**config.mk**
```make
export PLATFORM = sky130hd
export DESIGN_NAME = snake_pixel_renderer
export DESIGN_NICKNAME = d
export VERILOG_FILES = /design/src/rtl/snake_pkg.sv /design/src/rtl/snake_seg_compare.sv /design/src/rtl/snake_pixel_renderer.sv
export SDC_FILE = /design/constraint.sdc
export NUM_CORES = 1
export LEC_CHECK = 0
export CORE_ASPECT_RATIO = 1.1
export CORE_MARGIN = 10
export CORE_UTILIZATION = 55
export DETAILED_ROUTE_END_ITERATION = 8
export GPL_TIMING_DRIVEN = 0
export PLACE_DENSITY_LB_ADDON = 0.1
export SLEW_MARGIN = 25
export SYNTH_ARGS = -nofsm -noshare
export SYNTH_HDL_FRONTEND = slang
export SYNTH_HIERARCHICAL = 1
export SYNTH_SLANG_ARGS = --single-unit
```
**constraint.sdc**
```tcl
create_clock -name VGA_clk -period 2.2 [get_ports VGA_clk]
set_clock_uncertainty 0.05 [all_clocks]
set_input_delay 0.44 -clock VGA_clk [delete_from_list [all_inputs] [get_ports VGA_clk]]
set_output_delay 0.44 -clock VGA_clk [all_outputs]
set_load 0.1 [all_outputs]
```
**src/rtl/snake_pkg.sv**
```systemverilog
// Shared constants and colour encoding for the snake pixel renderer.
// The renderer's optional grid-line overlay is enabled by defining SNAKE_GRID_LINES_EN.
package snake_pkg;

  localparam int GRID_W_DEF = 40;
  localparam int GRID_H_DEF = 30;
  localparam int CELL_X_W   = 6;
  localparam int CELL_Y_W   = 5;

  typedef enum logic [2:0] {
    COL_BLACK,
    COL_HEAD,
    COL_BODY,
    COL_FOOD,
    COL_BORDER,
    COL_GRID
  } colour_e;

  // Channel intensities; the renderer scales these to its own channel width.
  typedef enum logic [1:0] {
    LVL_ZERO,
    LVL_DIM,
    LVL_HALF,
    LVL_FULL
  } level_e;

  typedef struct packed {
    level_e r;
    level_e g;
    level_e b;
  } rgb_lvl_t;

  function automatic rgb_lvl_t colour_levels(input colour_e c);
    rgb_lvl_t l;
    l = '{r: LVL_ZERO, g: LVL_ZERO, b: LVL_ZERO};
    case (c)
      COL_HEAD:   l = '{r: LVL_FULL, g: LVL_FULL, b: LVL_ZERO};
      COL_BODY:   l = '{r: LVL_ZERO, g: LVL_FULL, b: LVL_ZERO};
      COL_FOOD:   l = '{r: LVL_FULL, g: LVL_ZERO, b: LVL_ZERO};
      COL_BORDER: l = '{r: LVL_HALF, g: LVL_HALF, b: LVL_HALF};
      COL_GRID:   l = '{r: LVL_DIM,  g: LVL_DIM,  b: LVL_DIM};
      default:    l = '{r: LVL_ZERO, g: LVL_ZERO, b: LVL_ZERO};
    endcase
    return l;
  endfunction

endpackage

```
**src/rtl/snake_seg_compare.sv**
```systemverilog
// Parallel compare of one grid cell against every live entry of the segment table.
// Entry 0 is the head; entries beyond len are ignored.
module snake_seg_compare
  import snake_pkg::*;
#(
  parameter int MAX_LEN = 16,
  localparam int LEN_W  = $clog2(MAX_LEN) + 1
) (
  input  logic [CELL_X_W-1:0] cx_i,
  input  logic [CELL_Y_W-1:0] cy_i,
  input  logic [CELL_X_W-1:0] seg_x_i [MAX_LEN],
  input  logic [CELL_Y_W-1:0] seg_y_i [MAX_LEN],
  input  logic [LEN_W-1:0]    len_i,
  output logic                head_hit_o,
  output logic                body_hit_o
);

  always_comb begin
    head_hit_o = 1'b0;
    body_hit_o = 1'b0;
    for (int i = 0; i < MAX_LEN; i++) begin
      if ((LEN_W'(i) < len_i) && (seg_x_i[i] == cx_i) && (seg_y_i[i] == cy_i)) begin
        if (i == 0) head_hit_o = 1'b1;
        else        body_hit_o = 1'b1;
      end
    end
  end

endmodule

```
**src/rtl/snake_pixel_renderer.sv**
```systemverilog
// Two-stage snake game pixel renderer with a tear-free shadow/active segment table.
// Define SNAKE_GRID_LINES_EN to draw dim cell grid lines on the background.
module snake_pixel_renderer
  import snake_pkg::*;
#(
  parameter int CELL_SHIFT = 4,
  parameter int MAX_LEN    = 16,
  parameter int GRID_W     = GRID_W_DEF,
  parameter int GRID_H     = GRID_H_DEF,
  parameter int COLOR_W    = 4,
  localparam int IDX_W     = $clog2(MAX_LEN),
  localparam int LEN_W     = IDX_W + 1
) (
  input  logic                VGA_clk,
  input  logic                reset_n,
  input  logic [9:0]          x_pos,
  input  logic [9:0]          y_pos,
  input  logic                display_enable,
  input  logic                hsync,
  input  logic                vsync,
  input  logic                seg_wr_en,
  input  logic [IDX_W-1:0]    seg_wr_idx,
  input  logic [CELL_X_W-1:0] seg_wr_x,
  input  logic [CELL_Y_W-1:0] seg_wr_y,
  input  logic [LEN_W-1:0]    snake_len,
  input  logic [CELL_X_W-1:0] food_x,
  input  logic [CELL_Y_W-1:0] food_y,
  input  logic                commit,
  output logic                swap_done,
  output logic [COLOR_W-1:0]  red,
  output logic [COLOR_W-1:0]  green,
  output logic [COLOR_W-1:0]  blue,
  output logic                hsync_out,
  output logic                vsync_out
);

  localparam int CX_W = 10 - CELL_SHIFT;

  logic [CELL_X_W-1:0] shadow_x_q [MAX_LEN];
  logic [CELL_Y_W-1:0] shadow_y_q [MAX_LEN];
  logic [CELL_X_W-1:0] active_x_q [MAX_LEN];
  logic [CELL_Y_W-1:0] active_y_q [MAX_LEN];
  logic [LEN_W-1:0]    shadow_len_q, active_len_q, len_clamped;
  logic [CELL_X_W-1:0] shadow_fx_q, active_fx_q;
  logic [CELL_Y_W-1:0] shadow_fy_q, active_fy_q;
  logic                pending_q, pending_d, swap_done_q, boundary, swap;

  logic [CX_W-1:0]     cx_s1_q, cy_s1_q;
  logic                de_s1_q, hs_s1_q, vs_s1_q, hs_s2_q, vs_s2_q;
  logic [COLOR_W-1:0]  red_q, green_q, blue_q, red_d, green_d, blue_d;
  logic                head_hit, body_hit, food_hit, border, off_grid;
  colour_e             col;
  rgb_lvl_t            lvl;
`ifdef SNAKE_GRID_LINES_EN
  logic                fine_edge_s1_q;
`endif

  // The frame boundary is the falling edge of vsync as seen against the S1 copy.
  assign boundary    = vs_s1_q && !vsync;
  assign swap        = boundary && pending_q;
  assign pending_d   = commit ? 1'b1 : (swap ? 1'b0 : pending_q);
  assign len_clamped = (snake_len > LEN_W'(MAX_LEN)) ? LEN_W'(MAX_LEN) : snake_len;

  always_ff @(posedge VGA_clk or negedge reset_n) begin
    if (!reset_n) begin
      for (int i = 0; i < MAX_LEN; i++) begin
        shadow_x_q[i] <= '0;
        shadow_y_q[i] <= '0;
        active_x_q[i] <= '0;
        active_y_q[i] <= '0;
      end
      shadow_len_q <= '0;
      active_len_q <= '0;
      shadow_fx_q  <= '0;
      shadow_fy_q  <= '0;
      active_fx_q  <= '0;
      active_fy_q  <= '0;
      pending_q    <= 1'b0;
      swap_done_q  <= 1'b0;
    end else begin
      if (seg_wr_en) begin
        shadow_x_q[seg_wr_idx] <= seg_wr_x;
        shadow_y_q[seg_wr_idx] <= seg_wr_y;
      end
      if (commit) begin
        shadow_len_q <= len_clamped;
        shadow_fx_q  <= food_x;
        shadow_fy_q  <= food_y;
      end
      if (swap) begin
        active_x_q   <= shadow_x_q;
        active_y_q   <= shadow_y_q;
        active_len_q <= shadow_len_q;
        active_fx_q  <= shadow_fx_q;
        active_fy_q  <= shadow_fy_q;
      end
      pending_q   <= pending_d;
      swap_done_q <= swap;
    end
  end

  always_ff @(posedge VGA_clk or negedge reset_n) begin
    if (!reset_n) begin
      cx_s1_q <= '0;
      cy_s1_q <= '0;
      de_s1_q <= 1'b0;
      hs_s1_q <= 1'b1;
      vs_s1_q <= 1'b1;
`ifdef SNAKE_GRID_LINES_EN
      fine_edge_s1_q <= 1'b0;
`endif
    end else begin
      cx_s1_q <= CX_W'(x_pos >> CELL_SHIFT);
      cy_s1_q <= CX_W'(y_pos >> CELL_SHIFT);
      de_s1_q <= display_enable;
      hs_s1_q <= hsync;
      vs_s1_q <= vsync;
`ifdef SNAKE_GRID_LINES_EN
      fine_edge_s1_q <= (x_pos[CELL_SHIFT-1:0] == '0) || (y_pos[CELL_SHIFT-1:0] == '0);
`endif
    end
  end

  snake_seg_compare #(.MAX_LEN(MAX_LEN)) u_cmp (
    .cx_i       (CELL_X_W'(cx_s1_q)),
    .cy_i       (CELL_Y_W'(cy_s1_q)),
    .seg_x_i    (active_x_q),
    .seg_y_i    (active_y_q),
    .len_i      (active_len_q),
    .head_hit_o (head_hit),
    .body_hit_o (body_hit)
  );

  // Off-grid is checked first, so truncated row bits can never produce a false hit.
  assign off_grid = (cx_s1_q >= CX_W'(GRID_W)) || (cy_s1_q >= CX_W'(GRID_H));
  assign food_hit = (CELL_X_W'(cx_s1_q) == active_fx_q) && (CELL_Y_W'(cy_s1_q) == active_fy_q);
  assign border   = (cx_s1_q == '0) || (cx_s1_q == CX_W'(GRID_W - 1)) ||
                    (cy_s1_q == '0) || (cy_s1_q == CX_W'(GRID_H - 1));

  function automatic logic [COLOR_W-1:0] level_val(input level_e l);
    logic [COLOR_W-1:0] v;
    case (l)
      LVL_FULL: v = '1;
      LVL_HALF: v = COLOR_W'(1) << (COLOR_W - 1);
      LVL_DIM:  v = COLOR_W'(2);
      default:  v = '0;
    endcase
    return v;
  endfunction

  always_comb begin
    col = COL_BLACK;
    if (!de_s1_q || off_grid) col = COL_BLACK;
    else if (head_hit)        col = COL_HEAD;
    else if (body_hit)        col = COL_BODY;
    else if (food_hit)        col = COL_FOOD;
    else if (border)          col = COL_BORDER;
`ifdef SNAKE_GRID_LINES_EN
    else if (fine_edge_s1_q)  col = COL_GRID;
`endif
    lvl     = colour_levels(col);
    red_d   = level_val(lvl.r);
    green_d = level_val(lvl.g);
    blue_d  = level_val(lvl.b);
  end

  always_ff @(posedge VGA_clk or negedge reset_n) begin
    if (!reset_n) begin
      red_q   <= '0;
      green_q <= '0;
      blue_q  <= '0;
      hs_s2_q <= 1'b1;
      vs_s2_q <= 1'b1;
    end else begin
      red_q   <= red_d;
      green_q <= green_d;
      blue_q  <= blue_d;
      hs_s2_q <= hs_s1_q;
      vs_s2_q <= vs_s1_q;
    end
  end

  assign red       = red_q;
  assign green     = green_q;
  assign blue      = blue_q;
  assign hsync_out = hs_s2_q;
  assign vsync_out = vs_s2_q;
  assign swap_done = swap_done_q;

endmodule

```
==> results.txt <==
- Post-synth EDFFs: 0
- Across the run, the number of max-cap violations was 0.
- Horizontal die dimension: around 190 um
- Global-route wire length before repair: 73500 um
- Commonest cells after routing, fill and taps aside: sky130_fd_sc_hd__nand2_1 (576), sky130_fd_sc_hd__dfrtp_1 (399), sky130_fd_sc_hd__mux2_2 (188)
- The flow ran to the end, but the final reports show violations.
- Violations in the final reports: negative setup slack
- Internal cell power: 15.1 mW
- STA classifies the critical path startpoint as a flip-flop.
- Across the VDD grid, the largest voltage drop is 0.752 mV.
- Of the total power, the share spent switching nets is 28.2%.
- Combinational Power Share: ~18%
- In this run the most critical hold path is launched from hsync.
* Core Area: 0.0322 sq mm
- Adding up every negative setup slack in the final design gives -2.05 ns.
* Seq cells post-synth: a little over 400
- Relative to the synthesized area, the layout overhead comes to 18.9%.
* Overflow left after global routing: 0
- Tot GR Track Use: 24.1%
* Buffer levels on the longest clock path: 3
* Required time of the worst setup path: 2.59 ns
* Sequential share of the synthesized area: around 58%
* Final HPWL DP: roughly 31000 um
* Total setup violations reported at the end of the flow: 7
* Final Worst Setup Slack: -0.404 ns
- From bottom edge to top edge, the die measures 209 um.
* Maximum single-stage delay on the critical path: 0.61 ns
- Core utilization of the finished layout: between 60% and 70%
- Wire per inst: 21.5 um
* Worst reg-to-reg setup slack: -0.40 ns
* Post-detailed-routing wire length: 47900 um
- Worst slack at placement: -1.07 ns
* Slew HR: a little under a third
- In this run the critical register-to-register path is captured at green[3].
* Worst hold path depth: 1
* Number of nets in the final layout: approximately 1.8k
* Remaining antenna violation count after routing: 0
- Achievable Freq: 0.384 GHz
- CTS built an H-tree with a depth of 2.
- For this run, the number of standard cells in the final layout without fillers is 2229.
* Leading cell type in the layout, fill and taps excluded: sky130_fd_sc_hd__nand2_1
- Yosys printed 6 warnings.
- Cell count after placement: 2112
- Clock tree root buffer cell: sky130_fd_sc_hd__clkbuf_16
* Ordered list of cells on the worst path: buf_8 -> buf_6 -> xnor2_1 -> nand4_1 -> nor4_4 -> a41oi_2 -> nand4_1 -> or4_4 -> nor2_4 -> nor2b_2 -> a31o_2
- In the synthesized netlist, the number of instances is about 1.6k.
* Unique cell type count in the Yosys netlist: 47
- Antenna diode count: 0
* Top post-synthesis cells by area: sky130_fd_sc_hd__dfrtp_1 (57%), sky130_fd_sc_hd__nand2_1 (12%), sky130_fd_sc_hd__mux2_2 (12%), sky130_fd_sc_hd__xnor2_1 (5.0%), sky130_fd_sc_hd__xor2_1 (4.2%)
* Cell taking the most area after synthesis: sky130_fd_sc_hd__dfrtp_1
- The largest individual stage delay along the critical path comes from the cell sky130_fd_sc_hd__or4_4.
- Power spread over the standard cell area amounts to 989 mW/mm^2.
- Part of the power in the clock network: ~33%
- Summed over its instances, the top area cell type makes up between 50% and 60% of the synthesized netlist area.
- Counting the buffers created by CTS gives 43.
* Maximum number of pins on one net before global-route repair: 95
* Unrepaired setup endpoints after global routing: yes
* CP arrival: 3.00 ns
- The analysis attributes to net switching a power of between 5 and 6 mW.
- The final route contains 12.1k vias.
- Leakage power: roughly 10 nW
- Type of the setup path with the least slack: flip-flop to flip-flop
* First-pass detailed-route iteration total: 5
- The clock reaches the later pin of the worst-skew pair after 0.55 ns.
* Mean Syn Cell Area: 11.1 sq um
- Least-Margin Pin Slew: 1.03 ns
- Clock-pin slew was measured on the worst setup and hold paths at 0.06 ns.
- Final weighted congestion of routability-driven global placement: 0.903
- Final-report max-slew violation count: 0
- Post-DR vias/cell: around 5.4
- I/O pin total: 73
- The startpoint identified for the worst register-to-register timing path is cx_s1_q[2].
* Share of layout cells above drive strength 1: 24.4%
- In the synthesized netlist the async set-or-reset flop fraction comes to 100%.
* Number of global-route vias before repair: 12.6k
* Classification of the worst-slack hold path: input pin to flip-flop
* Crit Path Max Fanout: 5
- For hold timing, the worst endpoint is hs_s1_q.
- In this run the tool buffered the top-level ports with 64 buffer cells.
* Final hold violation count: 0
- Post-synthesis instance area: 0.0179 sq mm
- Once the floorplan was initialized, standard cells occupied between 50% and 60% of the core.
- The initialized floorplan defines between 60 and 70 standard-cell rows.
- The most numerous cell type found on the critical path is sky130_fd_sc_hd__nand4_1.
* Number of antenna violations at the first check in global routing: 0
* Synth Flop Type: sky130_fd_sc_hd__dfrtp_1
* TritonCTS clock tree: yes
- The number of cells on the worst reg-to-reg path is 11.
- Total power for the finished layout comes to around 21 mW.
- Number of remaining DRC errors: 0
- CTS saw 412 sinks.
* Portion of total power attributed to sequential cells: 49.1%
- The routed design could run at a clock period as short as 2.60 ns.
* First DRT Iteration DRCs: ~800
- Die outline area: 0.0402 sq mm
- Nature of the critical path endpoint: flip-flop
* Post-route fraction of the period consumed by the critical path: 118%
[metrics by stage]
| step | hold WS (ns) | instance area, sq um |
|---|---|---|
| 2_1_floorplan | 0.0944 | 17900 |
| 3_3_place_gp | 0.298 | 19100 |
| 3_5_place_dp | 0.302 | 19200 |
| 4_1_cts | 0.235 | 21200 |
| 5_1_grt | 0.249 | 21300 |
| 6_report | 0.255 | 21300 |
[power groups by stage]
stage | clock [mW] | sequential, mW | combinational, mW
6_report | 7.00 | 10.3 | 3.73
2_1_floorplan | 0 | 10.2 | 2.53
3_3_place_gp | 0 | 10.4 | 3.37
4_1_cts | 7.10 | 10.3 | 3.68
5_1_grt | 7.43 | 10.6 | 4.11
3_5_place_dp | 0 | 10.4 | 3.50
[cell usage after synthesis, types with 2 or more instances]
| cell type | count |
|---|---|
| sky130_fd_sc_hd__nand4_1 | 26 |
| sky130_fd_sc_hd__dfrtp_1 | 408 |
| sky130_fd_sc_hd__a21o_1 | 2 |
| sky130_fd_sc_hd__xor2_1 | 85 |
| sky130_fd_sc_hd__a21oi_1 | 6 |
| sky130_fd_sc_hd__inv_1 | 6 |
| sky130_fd_sc_hd__buf_2 | 34 |
| sky130_fd_sc_hd__nand2b_1 | 5 |
| sky130_fd_sc_hd__or4_1 | 3 |
| sky130_fd_sc_hd__or3_1 | 3 |
| sky130_fd_sc_hd__buf_12 | 8 |
| sky130_fd_sc_hd__mux2_2 | 188 |
| sky130_fd_sc_hd__or2_1 | 2 |
| sky130_fd_sc_hd__nor4_1 | 22 |
| sky130_fd_sc_hd__a211oi_2 | 2 |
| sky130_fd_sc_hd__nor2_1 | 14 |
| sky130_fd_sc_hd__xnor2_1 | 102 |
| sky130_fd_sc_hd__a2111oi_0 | 2 |
| sky130_fd_sc_hd__nor2b_1 | 2 |
| sky130_fd_sc_hd__o21ai_0 | 13 |
| sky130_fd_sc_hd__a31oi_1 | 4 |
| sky130_fd_sc_hd__dfstp_2 | 4 |
| sky130_fd_sc_hd__nand2_1 | 576 |
| sky130_fd_sc_hd__nand3_1 | 10 |
| sky130_fd_sc_hd__buf_4 | 8 |
| sky130_fd_sc_hd__nand3b_1 | 7 |
| sky130_fd_sc_hd__nor3_1 | 6 |
| sky130_fd_sc_hd__clkbuf_1 | 27 |
| sky130_fd_sc_hd__buf_6 | 23 |
[layer usage]
layer	routed length [um]	GRT usage [%]	up-vias
met4	1640	9.84	0
met5	0	0	-
li1	-	-	5540
met1	20300	31.4	6107
met3	2740	4.96	103
met2	23200	38.4	325
[sequential cells by signal, summed over array words and instances (netlist names), 5 cells and up]
signal,count
active_x_q,96
shadow_x_q,96
active_y_q,80
shadow_y_q,80
active_fx_q,6
cx_s1_q,6
cy_s1_q,6
shadow_fx_q,6
active_fy_q,5
active_len_q,5
shadow_fy_q,5
shadow_len_q,5
[layout make-up]
type / instances / area [sq um]
Tap cell: 426 / 533
Sequential cell: 412 / 10300
Clock inverter: 10 / 71.3
Buffer: 96 / 793
Timing Repair Buffer: 116 / 1200
Clock buffer: 65 / 1290
Multi-Input combinational cell: 1097 / 7080
Inverter: 7 / 26.3
Fill cell: 2475 / 10900
[critical path: cells and delay by family, from the launching register on]
family	cells	cell delay, ns
AOI/OAI and AO/OA	2	0.40
xor gates and xnor gates	1	0.13
buffers and inverters	2	0.30
DFF	1	0.41
and+or+nand+nor	6	1.19
[kinds of logic (layout without fill, tap and decap cells)]
family	Yosys count	in the layout	synth area share, %
buffers and inverters	108	294	4.42
other	1	2	0.0209
muxes	188	188	11.8
DFF	412	412	57.5
and+or+nand+nor	682	682	15.6
xor gates and xnor gates	187	187	9.14
AOI/OAI and AO/OA	38	38	1.46
[worst max path at each step]
stage                                from  slack [ns]        endpoint  depth (start not counted)
after floorplan                cy_s1_q[1]     -0.0001        green[3]                         11
after global placement            reset_n      -17.36  shadow_x_q[39]                          1
after detailed placement  active_len_q[3]       -1.07        green[3]                          9
after CTS                      cx_s1_q[5]       -0.44        green[3]                         11
after global routing           cx_s1_q[1]       -0.47        green[3]                         10
final                          cx_s1_q[2]       -0.40        green[3]                         11
[timing repair]
action	in CTS	in global routing
endpoints found under the setup margin	32	10
buffers inserted	32	14
hold buffers	1	0
hold endpoints to repair	85	0
resized for setup	100	27
pin swaps	11	13
(Power assumes the default switching activity.)
